File: config.mk
export PLATFORM = sky130hd
export DESIGN_NAME = mod_multiplicador_sec
export DESIGN_NICKNAME = d
export VERILOG_FILES = /design/src/rtl/mod_multiplicador_sec.sv
export SDC_FILE = /design/constraint.sdc
export NUM_CORES = 1
export LEC_CHECK = 0
export CORE_UTILIZATION = 63
export DETAILED_ROUTE_END_ITERATION = 16
export GPL_ROUTABILITY_DRIVEN = 0
export PLACE_DENSITY = 0.86
export SYNTH_ARGS = -nofsm -noshare
export SYNTH_HDL_FRONTEND = slang
export SYNTH_SLANG_ARGS = --single-unit
File: constraint.sdc
create_clock -name CLK -period 8.2 [get_ports CLK]
set_input_delay 1.23 -clock CLK [delete_from_list [all_inputs] [get_ports CLK]]
set_output_delay 1.23 -clock CLK [all_outputs]
set_load 0.01 [all_outputs]
File: src/rtl/mod_multiplicador_sec.sv
// mod_multiplicador_sec: sequential signed shift-add multiplier, WIDTH-bit result with overflow flag.
// Optional macro MULT_SAT_EN saturates M on overflow instead of wrapping.
`default_nettype none

module mod_multiplicador_sec #(
    parameter int WIDTH = 6
) (
    input  logic             CLK,
    input  logic             RST,
    input  logic             START,
    input  logic [WIDTH-1:0] A,
    input  logic [WIDTH-1:0] B,
    output logic [WIDTH-1:0] M,
    output logic             OF_MUL,
    output logic             BUSY,
    output logic             VALID
);

    localparam int CW = $clog2(WIDTH);

    typedef enum logic [1:0] {
        IDLE = 2'd0,
        CALC = 2'd1,
        DONE = 2'd2
    } state_t;

    state_t               state, state_nx;
    logic [2*WIDTH-1:0]   acc, mcand, acc_nx, prod;
    logic [WIDTH-1:0]     mplier, abs_a, abs_b, res;
    logic [CW-1:0]        cnt;
    logic                 sgn, accept, last, ovf;

    assign abs_a  = A[WIDTH-1] ? (~A + 1'b1) : A;
    assign abs_b  = B[WIDTH-1] ? (~B + 1'b1) : B;
    assign accept = START && (state != CALC);
    assign last   = (cnt == '0);
    assign BUSY   = (state == CALC);
    assign VALID  = (state == DONE);

    // Final iteration is folded into the result so M lands on the last CALC edge.
    assign acc_nx = acc + (mplier[0] ? mcand : '0);
    assign prod   = sgn ? (~acc_nx + 1'b1) : acc_nx;
    assign ovf    = !((&prod[2*WIDTH-1:WIDTH-1]) || !(|prod[2*WIDTH-1:WIDTH-1]));

`ifdef MULT_SAT_EN
    assign res = ovf ? (sgn ? {1'b1, {(WIDTH-1){1'b0}}} : {1'b0, {(WIDTH-1){1'b1}}})
                     : prod[WIDTH-1:0];
`else
    assign res = prod[WIDTH-1:0];
`endif

    always_ff @(posedge CLK) begin
        if (RST) state <= IDLE;
        else     state <= state_nx;
    end

    always_comb begin
        state_nx = state;
        case (state)
            IDLE:    if (START) state_nx = CALC;
            CALC:    if (last)  state_nx = DONE;
            DONE:    state_nx = START ? CALC : IDLE;
            default: state_nx = IDLE;
        endcase
    end

    always_ff @(posedge CLK) begin
        if (RST) begin
            acc    <= '0;
            mcand  <= '0;
            mplier <= '0;
            cnt    <= '0;
            sgn    <= 1'b0;
            M      <= '0;
            OF_MUL <= 1'b0;
        end else if (accept) begin
            acc    <= '0;
            mcand  <= {{WIDTH{1'b0}}, abs_a};
            mplier <= abs_b;
            sgn    <= A[WIDTH-1] ^ B[WIDTH-1];
            cnt    <= CW'(WIDTH - 1);
        end else if (state == CALC) begin
            acc    <= acc_nx;
            mcand  <= mcand << 1;
            mplier <= mplier >> 1;
            cnt    <= cnt - 1'b1;
            if (last) begin
                M      <= res;
                OF_MUL <= ovf;
            end
        end
    end

endmodule

`default_nettype wire

==> summary.txt, run 1 <==
Critical path
  – Max Fanout on Critical Path: 13
  – Worst r2r dst: OF_MUL
  – Crit path max-delay cell type: dfxtp_1
  – Reg2reg setup slack: ~4.7 ns
  – Setup crit end: OF_MUL
  – Critical-path cell list: and2_1 -> ha_1 -> inv_1 -> fa_1 -> nor2b_4 -> o22ai_2 -> xnor2_1 -> or3_1 -> or2_1 -> o21a_1 -> o22a_1 -> o211a_1 -> o41ai_2
  – Reg2reg start: mplier[0]
  – Critical Path AT: between 3 and 4 ns
  – Worst reg-to-reg path cell count: 13
  – Worst Setup SP: mplier[0]
  – Startpoint class of the critical path: register
  – Setup crit end kind: register
  – CP Class: reg -> reg
  – CP Data Required Time: between 8 and 9 ns
  – Max incr delay on CP: roughly 0.50 ns

Clocking
  – CTS Buf Count: 5
  – Cts repair resizes: 0
  – H-tree depth: 2
  – Clk pin slew, worst setup/hold paths: around 0.08 ns
  – CTS max path bufs: 2
  – Skew-Pair Late Insertion Delay: about 0.3 ns
  – Clock sinks: 43
  – Count of hold-fix buffers inserted at cts: 0
  – Root Buffer: clkbuf_8
  – CTS tree: built
  – Post-CTS setup buffer count: 0

Hold path
  – Hold Startpoint: M[0]
  – Worst hold-check path type: reg -> reg

Die
  – DIE HEIGHT: around 69 um
  – Die width: just under 70 um
  – Row count: 23
  – Die area: ~4700 um2
  – Core footprint: 4144 um2
  – Initial Util: 0.6757
  – Boundary pin count: 24

Power
  – Power per cell area: approximately 150 nW/um2
  – Tot Pwr: 0.4644 mW
  – Leak Pwr: 1.243 nW
  – Power Internal: 0.3255 mW
  – Peak supply drop: ~0.13 mV
  – Reg power frac: 0.494
  – Clk pwr share: 0.280
  – Net Switching: between 0.1 and 0.15 mW
  – Logic pwr share: 0.226
  – Switching Fraction: 0.2992

Synth
  – Post-Synth Simple-Gate Area: 0.2592
  – Yosys warnings: 0
  – Compound-cell area share of the yosys netlist: 0.2136
  – Synthesized area per cell: between 7 and 8 um2
  – Syn nets: between 300 and 400
  – Sequential share of the synthesized area: 0.3074
  – Adder-Cell Fraction of Synth Area: 0.07864
  – Share of the synthesized area in the top cell type: 0.3074
  – Most used DFF post-synth: dfxtp_1
  – Post-synth ARST share: 0
  – Number of synthesized register bits: 43
  – Synth area leaders: dfxtp_1 31%, ha_1 7.1%, nand2_1 6.2%
  – Synth area leader: dfxtp_1
  – Main combinational cell family by area after synthesis: simple AND/OR/NAND/NOR gates
  – XOR/XNOR Fraction of Synth Area: 0.08088
  – Post-synth EDFFs: 0
  – Multiplexer area fraction after synthesis: 0.01475
  – Cell area after synthesis: about 2800 um2
  – Synth unique cells: 57
  – Cells after Synth: 352

Global route
  – Largest net degree at the start of global routing: between 40 and 50
  – Vias in the first global route: about 2200
  – First-pass GRT wire length: 9.818 mm
  – Initial antenna violation count: 0
  – Gr usage total: 0.2840
  – Total global routing overflow: 0

STA
  – Final period util: 0.4324
  – Tmin final: 3.546 ns
  – Final setup viols: 0
  – Fin Clk Skew: between 0.008 and 0.009 ns
  – Maximum clock rate: about 280 MHz
  – Total negative slack: 0 ns
  – Worst Max-Slew Pin Slew: around 0.88 ns
  – Fin. max-slew vios: 0
  – RSZ-0062 raised after global routing: no
  – Headroom to the max-slew limit: 0.4071
  – Final-report hold violation count: 0

Place
  – Final HPWL DP: 4.422 mm
  – IO buf count: 23
  – Placed Cells: approximately 400

Final layout
  – Final net count: 400
  – Share of layout cells above drive strength 1: 0.07859
  – Diodes inserted: 0
  – Area Overhead vs Synth: 12.15%
  – Final std cells w/o fill: between 400 and 500

Run status
  – Status: finished, final reports clean

Drt
  – Drc violations: 0
  – DRT Wirelength: just over 6 mm
  – DRT iter0 DRCs: a little under 200
  – Vias per cell: approximately 6.0
  – Antenna-violating nets left: 0
  – Wire length per cell: 14.75 um
  – Vias: ~2500
  – Drt first pass iters: 4

Run
  – Total of max-cap violations: 0
## worst min-delay path by stage
stage	endpoint	slack (ns)	cells after the start
2_1_floorplan	mplier[1]	0.43	2
3_3_place_gp	M[0]	0.44	2
3_5_place_dp	M[0]	0.45	2
4_1_cts	M[0]	0.46	2
5_1_grt	acc[0]	0.48	2
6_report	M[0]	0.46	2
## final cells by class
cell class / instances / area, um2
clock buffer: 6 / 72.57
clock inverter: 2 / 12.51
fill: 318 / 1003
inverter: 16 / 60.06
multi-input combinational: 275 / 1812
sequential: 43 / 860.8
tap: 50 / 62.56
timing repair buffer: 27 / 260.3
## cells in the final DEF (no fill, tap or decap), types with 2 or more instances in the layout
cell	synthesis	final
nand2b_1	5	5
clkdlybuf4s50_1	0	23
a21oi_1	29	29
a211oi_1	20	20
or2_2	3	3
or2_1	3	3
dfxtp_1	43	43
or3_1	2	2
xnor2_1	12	12
nand3_1	6	6
xor2_1	12	12
a21o_1	2	2
o21ai_1	3	3
nor3_1	11	11
a31oi_1	2	2
nor3b_1	2	2
nand4_1	2	2
o211a_1	3	3
ha_1	16	16
nand2_1	46	46
o41ai_2	2	2
nor2b_1	5	5
mux2i_1	3	3
and2_1	12	12
buf_4	0	4
o21ai_0	2	2
o211ai_1	4	4
nor2_1	39	39
inv_1	15	15
clkbuf_8	0	5
o21a_1	2	2
a311oi_1	2	2
## synthesized netlist by cell type (4+ instances only)
cell type  count
nand3_1        6
inv_1         15
nor3_1        11
xnor2_1       12
ha_1          16
o211ai_1       4
a21oi_1       29
a211oi_1      20
buf_1          4
clkbuf_1      14
nand2_1       46
nor2b_1        5
nor2_1        39
and2_1        12
nand2b_1       5
xor2_1        12
dfxtp_1       43
## flip-flops by register name (all words and copies together), names as in the netlist
signal  count
acc        12
mcand      12
M           6
mplier      6
cnt         3
state       2
OF_MUL      1
sgn         1
## power groups by stage
| stage | combinational [mW] | sequential [mW] | clock [mW] |
|---|---|---|---|
| finish | 0.105 | 0.229 | 0.130 |
| detailed placement | 0.103 | 0.234 | 0 |
| global placement | 0.100 | 0.233 | 0 |
| floorplan | 0.0752 | 0.231 | 0 |
| global route | 0.116 | 0.231 | 0.141 |
| CTS | 0.105 | 0.229 | 0.132 |
## worst max-delay path, delay by kind of cell, from the launching register on
| kind | cells | cell delay [ns] |
|---|---|---|
| fa+ha+maj | 2 | 0.64 |
| flops | 1 | 0.50 |
| simple gates | 4 | 1.04 |
| xor+xnor | 1 | 0.21 |
| buf+inv | 1 | 0.06 |
| compound gates | 5 | 1.00 |
## metal layers
layer	vias to the layer above	GRT usage	part of all wire
li1	1268	-	-
met1	1156	0.3674	0.45
met2	79	0.4608	0.47
met3	14	0.05592	0.055
met4	0	0.1120	0.023
met5	-	0	0
## kinds of logic after synthesis
logic type | Yosys count
and+or+nand+nor | 146
xor gates and xnor gates | 25
muxes | 4
DFF | 43
buffers and inverters | 34
AOI/OAI and AO/OA | 83
adders and majority gates | 17
## stage by stage
stage | worst slack (ns) | hold slack, ns | utilization | cell area, um2
2_1_floorplan | 4.845 | 0.4323 | - | 2800
3_3_place_gp | 4.795 | 0.4421 | 0.7373 | 3055
3_5_place_dp | 4.695 | 0.4466 | 0.7373 | 3055
4_1_cts | 4.652 | 0.4581 | 0.7579 | 3141
5_1_grt | 4.345 | 0.4819 | 0.7579 | 3141
6_report | 4.654 | 0.4563 | 0.7579 | 3141
Power figures use the tool's default switching activity.
==> run 2: changes to the inputs <==
CORE_UTILIZATION = 52   (was 63)
PLACE_DENSITY = 0.76   (was 0.86)
clock period = 2.9 ns   (was 8.2 ns; I/O delays follow)
==> summary.txt, run 2 (synthesis results as in run 1) <==
Final layout
  – Area Overhead vs Synth: 27.44%
  – Final std cells w/o fill: 474
  – Diodes inserted: 0
  – Commonest non-fill, non-tap cells in the layout: 46 x nand2_1, 42 x dfxtp_1, 39 x nor2_1, 39 x buf_4, 29 x a21oi_1
  – Share of layout cells above drive strength 1: 0.2030
  – Most common cell after layout, fill and taps aside: nand2_1
  – Largest regs: acc: 12 flops, mcand: 12 flops
  – Final net count: around 440
  – Design area: 3568 um2
  – # fillers: ~450

Die
  – Core footprint: a little over 5000 um2
  – Die width: 75.38 um
  – DIE HEIGHT: 75.38 um
  – Initial Util: 0.5448
  – Die area: 5682 um2
  – Row count: 26
  – Boundary pin count: 24

Clocking
  – Root Buffer: clkbuf_8
  – Clk pin slew, worst setup/hold paths: about 0.09 ns
  – Clock sinks: 43
  – H-tree depth: 2
  – Skew-Pair Late Insertion Delay: around 0.30 ns
  – CTS tree: built
  – CTS Buf Count: 5
  – CTS max path bufs: 2

STA
  – Worst Max-Slew Pin Slew: between 0.6 and 0.7 ns
  – Setup ws final: -0.1241 ns
  – Tmin final: 3.024 ns
  – Fin. max-slew vios: 0
  – Final setup viols: 1
  – RSZ-0062 raised after global routing: yes
  – Final period util: 1.043
  – Headroom to the max-slew limit: 0.5787
  – Maximum clock rate: between 300 and 400 MHz
  – Final-report hold violation count: 0
  – Fin Clk Skew: around 0.0085 ns

Global route
  – Gr usage total: 0.2307
  – Initial antenna violation count: 0
  – Vias in the first global route: 2355
  – Largest net degree at the start of global routing: 44
  – First-pass GRT wire length: 10.04 mm
  – Total global routing overflow: 0

Drt
  – DRT Wirelength: about 6.3 mm
  – Drt first pass iters: 4
  – DRT iter0 DRCs: a little under 80
  – Drc violations: 0
  – Wire length per cell: 13.30 um
  – Vias: between 2000 and 3000
  – Antenna-violating nets left: 0
  – Vias per cell: ~5.5

Critical path
  – Max incr delay on CP: around 0.34 ns
  – Worst r2r dst: OF_MUL
  – Reg2reg start: mplier[0]
  – Worst reg-to-reg path cell count: 13
  – CP Class: reg -> reg
  – Reg2reg setup slack: -0.12 ns
  – Setup crit end: OF_MUL
  – Max Fanout on Critical Path: 5
  – CP Data Required Time: approximately 3.1 ns
  – Startpoint class of the critical path: register
  – Most common cell on crit path: xor2_1
  – Setup crit end kind: register
  – Critical-path cell list: nand2_1 -> inv_1 -> ha_1 -> a211oi_2 -> o21ai_2 -> buf_4 -> a221o_1 -> and2_1 -> xor2_1 -> o41ai_4 -> xor2_1 -> a221oi_2 -> o41ai_2
  – Critical Path AT: roughly 3.2 ns
  – Worst Setup SP: mplier[0]
  – Crit path max-delay cell type: dfxtp_2

Power
  – Reg power frac: 0.438
  – Clk pwr share: 0.323
  – Net Switching: ~0.42 mW
  – Switching Fraction: 0.2858
  – Power Internal: 1.049 mW
  – Leak Pwr: between 1 and 1.5 nW
  – Power per cell area: 411.7 nW/um2
  – Peak supply drop: between 0.2 and 0.3 mV
  – Logic pwr share: 0.238

Place
  – Area post-placement: 3322 um2
  – IO buf count: 23
  – Placed Cells: between 400 and 500
  – Final HPWL DP: 4.447 mm

Hold path
  – Worst hold-check path type: reg -> reg
  – Hold path depth: 2

Run status
  – Violated checks: negative setup slack
  – Status: finished, violations left

Run
  – Total of max-cap violations: 0
run 2: power groups by stage:
stage,Sequential [mW],Clock [mW],Combinational (mW)
2_1_floorplan,0.653,0,0.220
3_3_place_gp,0.656,0,0.323
3_5_place_dp,0.657,0,0.331
4_1_cts,0.644,0.485,0.337
5_1_grt,0.649,0.513,0.388
6_report,0.644,0.475,0.350
run 2: metal layers:
| metal | vias to the layer above | share of wire | global-route usage |
|---|---|---|---|
| li1 | 1334 | - | - |
| met1 | 1217 | 0.46 | 0.2892 |
| met2 | 57 | 0.49 | 0.3968 |
| met3 | 13 | 0.041 | 0.04497 |
| met4 | 0 | 0.014 | 0.07819 |
| met5 | - | 0 | 0 |
run 2: repair_timing:
action,4_1_cts,5_1_grt
gates cloned,0,0
hold buffers,0,0
pin swaps,10,5
resized for setup,8,7
setup endpoints to repair,1,1
buffers inserted,2,5
run 2: stage by stage:
step	setup TNS, ns	setup slack, ns	hold WS (ns)	util	power, mW
CTS	-0.09008	-0.09008	0.4626	0.6792	1.466
floorplan	-0.2175	-0.2175	0.4323	-	0.8734
global placement	-0.1140	-0.1140	0.4428	0.6463	0.9791
global route	-0.2862	-0.2862	0.4908	0.6943	1.550
finish	-0.1241	-0.1241	0.4627	0.6943	1.469
detailed placement	-0.1864	-0.1864	0.4486	0.6463	0.9882
run 2: critical path, delay by kind of cell (launching register included):
kind,cells,cell delay [ns]
AO/OA/AOI/OAI,6,1.35
XOR/XNOR,2,0.45
adder cells (fa/ha/maj),1,0.29
buffers and inverters,2,0.22
flip-flops,1,0.34
AND/OR/NAND/NOR,2,0.29
run 2: worst min path at each step:
stage	from	end	slack (ns)
2_1_floorplan	mplier[2]	mplier[1]	0.43
3_3_place_gp	M[0]	M[0]	0.44
3_5_place_dp	mplier[2]	mplier[1]	0.45
4_1_cts	mcand[11]	mcand[11]	0.46
5_1_grt	mcand[11]	mcand[11]	0.49
6_report	mplier[2]	mplier[1]	0.46
run 2: final cells by class:
cell class              instances  area (um2)  share of cell area
clock buffers                   5       68.82             0.01928
clock inverters                 3       43.79             0.01227
inverters                      16       60.06             0.01683
multi-input cells             275        1923              0.5389
flip-flops and latches         43       862.1              0.2416
well taps                      70       87.58             0.02454
repair buffers                 62       523.0              0.1466
==> run 3: changes to the inputs <==
PLACE_DENSITY = not set   (was 0.76)
PLACE_DENSITY_LB_ADDON = 0.1   (was not set)
==> summary.txt, run 3 (synthesis results as in run 1) <==
Run status
  – Status: finished, violations left
  – Violated checks: negative setup slack

Clocking
  – Clk pin slew, worst setup/hold paths: roughly 0.080 ns
  – Clock sinks: 43
  – H-tree depth: 2
  – Root Buffer: clkbuf_8
  – CTS Buf Count: 5
  – Skew-Pair Late Insertion Delay: ~0.29 ns
  – Count of hold-fix buffers inserted at cts: 0
  – CTS tree: built
  – CTS max path bufs: 2

Final layout
  – Area of the multi-input gates: 1889 um2
  – FF+latch area: between 800 and 900 um2
  – Commonest non-fill, non-tap cells in the layout: 46 x nand2_1, 42 x dfxtp_1, 40 x buf_4
  – Final net count: 436
  – Most common cell after layout, fill and taps aside: nand2_1
  – Area Overhead vs Synth: 25.20%
  – Largest regs: acc: 12 flops, mcand: 12 flops
  – Share of layout cells above drive strength 1: 0.1911
  – # fillers: between 400 and 500
  – Final std cells w/o fill: 473
  – Diodes inserted: 0

Power
  – Net Switching: 0.4053 mW
  – Peak supply drop: about 0.25 mV
  – Switching Fraction: 0.2982
  – Power per cell area: between 300 and 400 nW/um2
  – Clk pwr share: 0.269
  – Reg power frac: 0.474
  – Tot Pwr: approximately 1.4 mW
  – Power Internal: 0.9538 mW
  – Logic pwr share: 0.257
  – Leak Pwr: between 1 and 1.5 nW

Critical path
  – Worst r2r dst: OF_MUL
  – CP Data Required Time: 3.11 ns
  – Max Fanout on Critical Path: 5
  – Setup crit end kind: register
  – Reg2reg start: mplier[0]
  – Worst reg-to-reg path cell count: 13
  – Critical Path AT: 3.25 ns
  – Startpoint class of the critical path: register
  – CP Class: reg -> reg
  – Reg2reg setup slack: -0.14 ns

STA
  – Headroom to the max-slew limit: 0.5913
  – Worst Max-Slew Pin Slew: a little over 0.6 ns
  – Final-report hold violation count: 0
  – Tmin final: roughly 3 ns
  – Fin Clk Skew: about 0.0027 ns
  – Setup ws final: -0.1440 ns
  – Hold_ws: 0.4613 ns
  – Final setup viols: 1
  – RSZ-0062 raised after global routing: yes
  – Maximum clock rate: around 330 MHz
  – Fin. max-slew vios: 0
  – Final period util: 1.050

Die
  – Core footprint: about 5100 um2
  – Initial Util: 0.5448
  – Boundary pin count: 24
  – Row count: 26
  – Die width: about 75 um
  – DIE HEIGHT: roughly 75 um
  – Die area: ~5700 um2

Global route
  – Vias in the first global route: between 2000 and 2500
  – Initial antenna violation count: 0
  – Total global routing overflow: 0
  – Gr usage total: 0.2388
  – First-pass GRT wire length: ~10 mm
  – Largest net degree at the start of global routing: 29

Place
  – Place WS: -0.2196 ns
  – IO buf count: 23
  – Placed Cells: 464
  – Final HPWL DP: ~4.7 mm

Drt
  – DRT Wirelength: between 6 and 7 mm
  – Vias: 2566
  – Antenna-violating nets left: 0
  – DRT iter0 DRCs: around 110
  – Drt first pass iters: 4
  – Drc violations: 0
  – Vias per cell: 5.425
  – Wire length per cell: around 13 um

Hold path
  – Worst hold-check path type: reg -> reg
  – Hold EP: M[0]
  – Hold path depth: 2
  – Hold Startpoint: M[0]

Run
  – Total of max-cap violations: 0
run 3: changes by cell type in the layout (fill, tap and decap cells not counted), sizes merged:
cell / change
clkinv: -2
buf: +1
bufinv: -1
clkinvlp: +1
run 3: repair_timing:
action / in CTS / in global routing
setup endpoints to repair: 1 / 1
pin swaps: 9 / 0
buffers inserted: 3 / 0
gates resized for setup: 7 / 2
run 3: per-layer routing:
metal	GRT usage	wire [um]	vias up
li1	-	-	1335
met3	0.04101	212	6
met4	0.06173	57	0
met5	0	0	-
met1	0.3146	3091	1179
met2	0.4058	2890	46
run 3: worst max-delay path by stage:
stage               startpoint  endpoint  slack [ns]
floorplan            mplier[0]    OF_MUL       -0.22
global placement     mplier[0]    OF_MUL       -0.12
detailed placement   mplier[0]    OF_MUL       -0.22
CTS                  mplier[0]    OF_MUL       -0.12
global route         mplier[0]    OF_MUL       -0.30
finish               mplier[0]    OF_MUL       -0.14
run 3: stage by stage:
| step | cell area, um2 | utilization | TNS (ns) |
|---|---|---|---|
| 6_report | 3506 | 0.6821 | -0.1440 |
| 5_1_grt | 3506 | 0.6821 | -0.3013 |
| 4_1_cts | 3498 | 0.6806 | -0.1214 |
| 3_5_place_dp | 3359 | 0.6536 | -0.2196 |
| 3_3_place_gp | 3359 | 0.6536 | -0.1193 |
| 2_1_floorplan | 2841 | - | -0.2175 |
run 3: critical path, cell delays in order, from the launching register on:
cell and delay (ns):
dfxtp_2 0.36, and2_4 0.15, ha_4 0.13, inv_2 0.03
fa_2 0.38, nor2b_4 0.14, o2111a_2 0.24, nor3_4 0.05
xnor2_2 0.14, or3_4 0.38, o41ai_2 0.31, xor2_1 0.30
a221oi_2 0.07, o41ai_2 0.26
run 3: layout make-up:
| class | instances | area share |
|---|---|---|
| Clock buffer | 5 | 0.01963 |
| Clock inverter | 1 | 0.002141 |
| Inverter | 16 | 0.01713 |
| Multi-Input combinational cell | 275 | 0.5389 |
| Sequential cell | 43 | 0.2459 |
| Tap cell | 70 | 0.02498 |
| Timing Repair Buffer | 63 | 0.1513 |
run 3: power by group through the flow:
stage          sequential [mW]  clock [mW]  combinational, mW
5_1_grt                  0.650       0.402              0.389
4_1_cts                  0.645       0.379              0.344
3_3_place_gp             0.657           0              0.334
6_report                 0.645       0.366              0.349
2_1_floorplan            0.653           0              0.220
3_5_place_dp             0.658           0              0.338
